===== config.mk =====
export PLATFORM = sky130hd
export DESIGN_NAME = matmul_sequencer
export DESIGN_NICKNAME = d
export VERILOG_FILES = /design/src/rtl/matmul_sequencer.sv
export SDC_FILE = /design/constraint.sdc
export NUM_CORES = 1
export LEC_CHECK = 0
export ABC_AREA = 0
export BUFFER_PORTS_ARGS = -buffer_cell sky130_fd_sc_hd__buf_4
export CORE_UTILIZATION = 49
export DETAILED_ROUTE_END_ITERATION = 12
export PLACE_DENSITY = 0.81
export SLEW_MARGIN = 20
export SYNTH_ARGS = -nofsm -noshare
export SYNTH_HDL_FRONTEND = slang
export SYNTH_SLANG_ARGS = --single-unit

===== constraint.sdc =====
create_clock -name clk -period 2.85 [get_ports clk]
set_input_delay 0.285 -clock clk [delete_from_list [all_inputs] [get_ports clk]]
set_output_delay 0.285 -clock clk [all_outputs]
set_load 0.005 [all_outputs]

===== src/rtl/matmul_sequencer.sv =====
// Sequencer for one NxN systolic matmul pass: load W, load A, feed, drain, write.
// Define MATMUL_SEQ_PERF_EN to add cycle_count/stall_count perf outputs.
module matmul_sequencer #(
  parameter int N         = 2,
  parameter int ADDR_W    = 8,
  parameter int DRAIN_CYC = 3,
  localparam int RW = (N > 1) ? $clog2(N) : 1
) (
  input  logic              clk,
  input  logic              reset,
  input  logic              start,
  input  logic [ADDR_W-1:0] base_w,
  input  logic [ADDR_W-1:0] base_a,
  input  logic [ADDR_W-1:0] base_out,
  input  logic              mem_stall,
  output logic              busy,
  output logic              done,
  output logic              mem_rd_en,
  output logic [ADDR_W-1:0] mem_rd_addr,
  output logic              w_load_en,
  output logic              a_load_en,
  output logic [RW-1:0]     load_row,
  output logic              sa_clear,
  output logic              setup_valid,
  output logic              mem_wr_en,
  output logic [ADDR_W-1:0] mem_wr_addr,
  output logic [RW-1:0]     out_row
`ifdef MATMUL_SEQ_PERF_EN
  ,
  output logic [31:0]       cycle_count,
  output logic [31:0]       stall_count
`endif
);

  localparam int CW = $clog2(2 * N + DRAIN_CYC + 1);
  localparam logic [CW-1:0] LAST_ROW  = CW'(N - 1);
  localparam logic [CW-1:0] LAST_FEED = CW'(2 * N - 2);
  localparam logic [CW-1:0] LAST_DRN  = CW'(DRAIN_CYC - 1);

  typedef enum logic [2:0] {
    IDLE, LOAD_W, LOAD_A, SYNC, FEED, DRAIN, WRITE, DONE
  } state_t;

  state_t state_q, state_d;
  logic [CW-1:0] cnt_q, cnt_d;
  logic [ADDR_W-1:0] bw_q, bw_d, ba_q, ba_d, bo_q, bo_d;
  logic busy_q, busy_d, done_q, done_d;
  logic rd_en_q, rd_en_d, wr_en_q, wr_en_d;
  logic [ADDR_W-1:0] rd_addr_q, rd_addr_d, wr_addr_q, wr_addr_d;
  logic w_ld_q, w_ld_d, a_ld_q, a_ld_d;
  logic [RW-1:0] ld_row_q, ld_row_d, out_row_q, out_row_d;
  logic clr_q, clr_d, sv_q, sv_d;
  logic issued, last_row, rd_st_d, mem_st_d;

  always_comb begin
    state_d = state_q;
    cnt_d   = cnt_q;
    bw_d    = bw_q;
    ba_d    = ba_q;
    bo_d    = bo_q;
    // a memory row only advances once its access has actually gone out
    issued   = rd_en_q | wr_en_q;
    last_row = (cnt_q == LAST_ROW);
    unique case (state_q)
      IDLE: if (start) begin
        state_d = LOAD_W;
        cnt_d   = '0;
        bw_d    = base_w;
        ba_d    = base_a;
        bo_d    = base_out;
      end
      LOAD_W: if (issued) begin
        state_d = last_row ? LOAD_A : LOAD_W;
        cnt_d   = last_row ? '0 : cnt_q + CW'(1);
      end
      LOAD_A: if (issued) begin
        state_d = last_row ? SYNC : LOAD_A;
        cnt_d   = last_row ? '0 : cnt_q + CW'(1);
      end
      SYNC: begin
        state_d = FEED;
        cnt_d   = '0;
      end
      FEED: begin
        state_d = (cnt_q == LAST_FEED) ? DRAIN : FEED;
        cnt_d   = (cnt_q == LAST_FEED) ? '0 : cnt_q + CW'(1);
      end
      DRAIN: begin
        state_d = (cnt_q == LAST_DRN) ? WRITE : DRAIN;
        cnt_d   = (cnt_q == LAST_DRN) ? '0 : cnt_q + CW'(1);
      end
      WRITE: if (issued) begin
        state_d = last_row ? DONE : WRITE;
        cnt_d   = last_row ? '0 : cnt_q + CW'(1);
      end
      DONE: state_d = IDLE;
    endcase

    rd_st_d  = (state_d == LOAD_W) || (state_d == LOAD_A);
    mem_st_d = rd_st_d || (state_d == WRITE);
    busy_d   = (state_d != IDLE);
    done_d   = (state_d == DONE);
    clr_d    = (state_d == SYNC);
    sv_d     = (state_d == FEED);
    rd_en_d  = rd_st_d && !mem_stall;
    wr_en_d  = (state_d == WRITE) && !mem_stall;

    rd_addr_d = rd_addr_q;
    unique case (1'b1)
      state_d == LOAD_W: rd_addr_d = bw_d + ADDR_W'(cnt_d);
      state_d == LOAD_A: rd_addr_d = ba_d + ADDR_W'(cnt_d);
      default:           rd_addr_d = rd_addr_q;
    endcase

    wr_addr_d = wr_addr_q;
    out_row_d = out_row_q;
    if (state_d == WRITE) begin
      wr_addr_d = bo_d + ADDR_W'(cnt_d);
      out_row_d = cnt_d[RW-1:0];
    end

    // load strobes trail the read by one cycle regardless of state
    w_ld_d   = rd_en_q && (state_q == LOAD_W);
    a_ld_d   = rd_en_q && (state_q == LOAD_A);
    ld_row_d = rd_en_q ? cnt_q[RW-1:0] : ld_row_q;
  end

  always_ff @(posedge clk) begin
    if (reset) begin
      state_q   <= IDLE;
      cnt_q     <= '0;
      bw_q      <= '0;
      ba_q      <= '0;
      bo_q      <= '0;
      busy_q    <= 1'b0;
      done_q    <= 1'b0;
      rd_en_q   <= 1'b0;
      rd_addr_q <= '0;
      wr_en_q   <= 1'b0;
      wr_addr_q <= '0;
      w_ld_q    <= 1'b0;
      a_ld_q    <= 1'b0;
      ld_row_q  <= '0;
      out_row_q <= '0;
      clr_q     <= 1'b0;
      sv_q      <= 1'b0;
    end else begin
      state_q   <= state_d;
      cnt_q     <= cnt_d;
      bw_q      <= bw_d;
      ba_q      <= ba_d;
      bo_q      <= bo_d;
      busy_q    <= busy_d;
      done_q    <= done_d;
      rd_en_q   <= rd_en_d;
      rd_addr_q <= rd_addr_d;
      wr_en_q   <= wr_en_d;
      wr_addr_q <= wr_addr_d;
      w_ld_q    <= w_ld_d;
      a_ld_q    <= a_ld_d;
      ld_row_q  <= ld_row_d;
      out_row_q <= out_row_d;
      clr_q     <= clr_d;
      sv_q      <= sv_d;
    end
  end

  assign busy        = busy_q;
  assign done        = done_q;
  assign mem_rd_en   = rd_en_q;
  assign mem_rd_addr = rd_addr_q;
  assign w_load_en   = w_ld_q;
  assign a_load_en   = a_ld_q;
  assign load_row    = ld_row_q;
  assign sa_clear    = clr_q;
  assign setup_valid = sv_q;
  assign mem_wr_en   = wr_en_q;
  assign mem_wr_addr = wr_addr_q;
  assign out_row     = out_row_q;

`ifdef MATMUL_SEQ_PERF_EN
  logic [31:0] pc_q, pc_d, sc_q, sc_d, sc_base;
  logic [31:0] cyc_q, cyc_d, stl_q, stl_d;
  logic stall_now;

  always_comb begin
    stall_now = mem_st_d && mem_stall;
    pc_d = (state_q == IDLE) ? '0 :
           (pc_q == '1) ? pc_q : pc_q + 32'd1;
    sc_base = (state_q == IDLE) ? '0 : sc_q;
    sc_d = (stall_now && sc_base != '1) ?
           sc_base + 32'd1 : sc_base;
    cyc_d = cyc_q;
    stl_d = stl_q;
    if (state_q == DONE) begin
      cyc_d = (pc_q == '1) ? pc_q : pc_q + 32'd1;
      stl_d = sc_q;
    end
  end

  always_ff @(posedge clk) begin
    if (reset) begin
      pc_q  <= '0;
      sc_q  <= '0;
      cyc_q <= '0;
      stl_q <= '0;
    end else begin
      pc_q  <= pc_d;
      sc_q  <= sc_d;
      cyc_q <= cyc_d;
      stl_q <= stl_d;
    end
  end

  assign cycle_count = cyc_q;
  assign stall_count = stl_q;
`endif

endmodule


==> run metrics <==
Clock Path Buffers=2; Max rail drop VDD=292 uV; final period utilization=101%; initial core utilization=around 52%; initial antenna violation count=0; Peak Freq=348 MHz; # H-tree levels=2; final cell count without fillers=429; TritonCTS clock tree=done; Reg clk slew, reported paths=0.10 ns; area added between synthesis and finish=30.5%; total wire length=~6.4 mm; Worst-Margin Slew=0.554 ns; drt drc=0; dpl ws=-0.126 ns; Clock Skew=0.00778 ns; DIE WIDTH=77.0 um; final worst slack=-0.0209 ns; total global routing overflow=0; Die ar.=5920 um2; Final Max Slew Viols=0; status=finished, violations left; Die Height=between 70 and 80 um; FF-to-FF setup slack=-0.02 ns; fin crit period=around 2.9 ns; Mean Syn Cell Area=9.49 um2; GP Congestion=0.851; part of the power in registers=about half; NetSw=0.425 mW; clk sinks=56; DR pass1 iterations=4; vias in the first global route=roughly 2.2k; Num CTS Buffers=5; CP max FO=14; PD cells=462 nW/um2; diode count=0; number of DRC markers in iteration 0=126; hpwl dp=4.16 mm; Clk pwr share=31.3%; Tightest Hold Check Type=in -> reg; Synth Flop Type=dfxtp_1; IO Port Bufs=53; commonest non-fill, non-tap cell in the layout=buf_4; post-synthesis sequential area ratio=40.7%; final core utilization=68.2%; core area=5270 um2; Ports=54; Crit path required time=roughly 3 ns; CP Launch Type=flop; Net Sw Frac=25.6%; post-synthesis cell count=290; remaining antenna violation count=0; cell-internal power=~1.2 mW; Avg WL per Cell=15.0 um; Ys Warns=0; std cell rows=26; setup violators final=1; Post-synth EDFFs=0; slew margin rel.=between 60% and 70%; Hold Fails Final Rpt=0; post-synthesis register bit count=56; ys async rst share=0%; most frequent cells in the layout=74 x buf_4, 51 x dfxtp_1, 50 x nor2_1, 34 x mux2i_1, 13 x xnor2_1; Leak=~1.6 nW; Crit Path Class=reg -> reg; share of post-route cells with drive strength above 1=34.5%; Worst setup EP type=flop; Net count, final=394; pin count of the biggest net entering global routing=56; via count=around 2.3k; Comb pwr share=between 10% and 20%; failing checks=setup timing; max-cap viol count=0; total track usage=between 20 and 25%; number of placed cells counting well taps=roughly 420; first-pass GRT wire length=9.81 mm; Root Buffer=clkbuf_8; vias per cell=5.47; Mapped Nets=326; cell area after synthesis=approximately 2800 um2; Skew-Pair Late Insertion Delay=0.31 ns; Distinct cells, synth=48; CP arrival=3.09 ns
layer usage:
metal	vias up	part of all wire, %	GRT usage, %
li1	1140	-	-
met1	1115	43	25.8
met2	71	49	34.2
met3	19	4.7	4.29
met4	0	3.1	8.08
met5	-	0	0
cells in the mapped netlist, drive strengths merged, types with 2 or more instances:
| cell | instances | share of area (%) |
|---|---|---|
| dfxtp | 56 | 41 |
| nor2 | 51 | 7.0 |
| mux2i | 39 | 14 |
| a21oi | 16 | 3.0 |
| xnor2 | 13 | 4.1 |
| nand2 | 11 | 1.5 |
| nor3 | 10 | 1.8 |
| clkbuf | 9 | 1.6 |
| buf | 8 | 2.9 |
| nor2b | 7 | 1.6 |
| o21ai | 7 | 1.4 |
| ha | 6 | 2.7 |
| mux2 | 6 | 2.6 |
| nor3b | 5 | 1.5 |
| a211oi | 4 | 1.1 |
| a21o | 4 | 1.1 |
| or3 | 4 | 0.91 |
| nand3 | 3 | 0.55 |
| a311oi | 2 | 0.64 |
| and2b | 2 | 0.64 |
| and3 | 2 | 0.45 |
| fa | 2 | 1.5 |
| inv | 2 | 0.27 |
| nand2b | 2 | 0.45 |
| nand3b | 2 | 0.55 |
| or2 | 2 | 0.45 |
area by class of cell:
type | count | area [um2]
multi-input combinational | 215 | 1630
clock buffer | 5 | 68.8
fill | 397 | 1680
tap | 70 | 87.6
timing repair buffer | 78 | 622
clock inverter | 3 | 42.5
inverter | 2 | 7.51
sequential | 56 | 1130
power by group through the flow:
| stage | clock network [mW] | registers [mW] | logic [mW] |
|---|---|---|---|
| after global routing | 0.561 | 0.842 | 0.328 |
| after detailed placement | 0 | 0.855 | 0.262 |
| final | 0.519 | 0.839 | 0.303 |
| after floorplan | 0 | 0.851 | 0.174 |
| after CTS | 0.530 | 0.838 | 0.268 |
| after global placement | 0 | 0.854 | 0.256 |
cell families after synthesis:
family	after synthesis	share of synthesized area [%]
flip-flops	56	40.7
adder cells (fa/ha/maj)	8	4.18
buffers and inverters	19	4.77
AND/OR/NAND/NOR	105	18.7
AO/OA/AOI/OAI	43	10.4
XOR/XNOR	14	4.45
multiplexers	45	16.8
timing repair:
item                                    CTS  global route
buffers inserted                          0             6
endpoints found under the setup margin    4            10
gates resized for setup                   7            27
gates cloned                              0             0
hold buffers                              0             0
pin swaps                                 1             9
through the flow:
step / power (mW) / hold slack (ns) / TNS, ns / area, um2
after floorplan: 1.03 / 0.361 / -0.0407 / 2760
after global placement: 1.11 / 0.462 / 0 / 3280
after detailed placement: 1.12 / 0.466 / -0.175 / 3280
after CTS: 1.64 / 0.132 / 0 / 3420
after global routing: 1.73 / 0.144 / -0.226 / 3590
final: 1.66 / 0.133 / -0.0209 / 3590
flip-flops by register name, indices dropped and copies added (netlist names), 3 cells and up:
register and count:
mem_rd_addr 8, cnt_q 3, bw_q 8, bo_q 8, mem_wr_addr 8, ba_q 8
state_q 3
critical path: stages, from the launching register on:
cell	delay, ns
dfxtp_2	0.38
nor4b_4	0.37
buf_12	0.18
buf_8	0.18
mux2i_2	0.34
mux2i_2	0.17
ha_4	0.34
a21oi_4	0.08
nor3_1	0.26
xnor2_1	0.16
mux2i_1	0.09
a211oi_1	0.24
final timing paths:
kind,depth (start not counted),from,endpoint
min reg2reg,2,mem_wr_addr[3],mem_wr_addr[3]
max reg2reg,11,state_q[2],mem_rd_addr[6]
min,2,mem_stall,mem_rd_en
max,11,state_q[2],mem_rd_addr[6]
No activity file was read; power rests on OpenSTA's default activity.
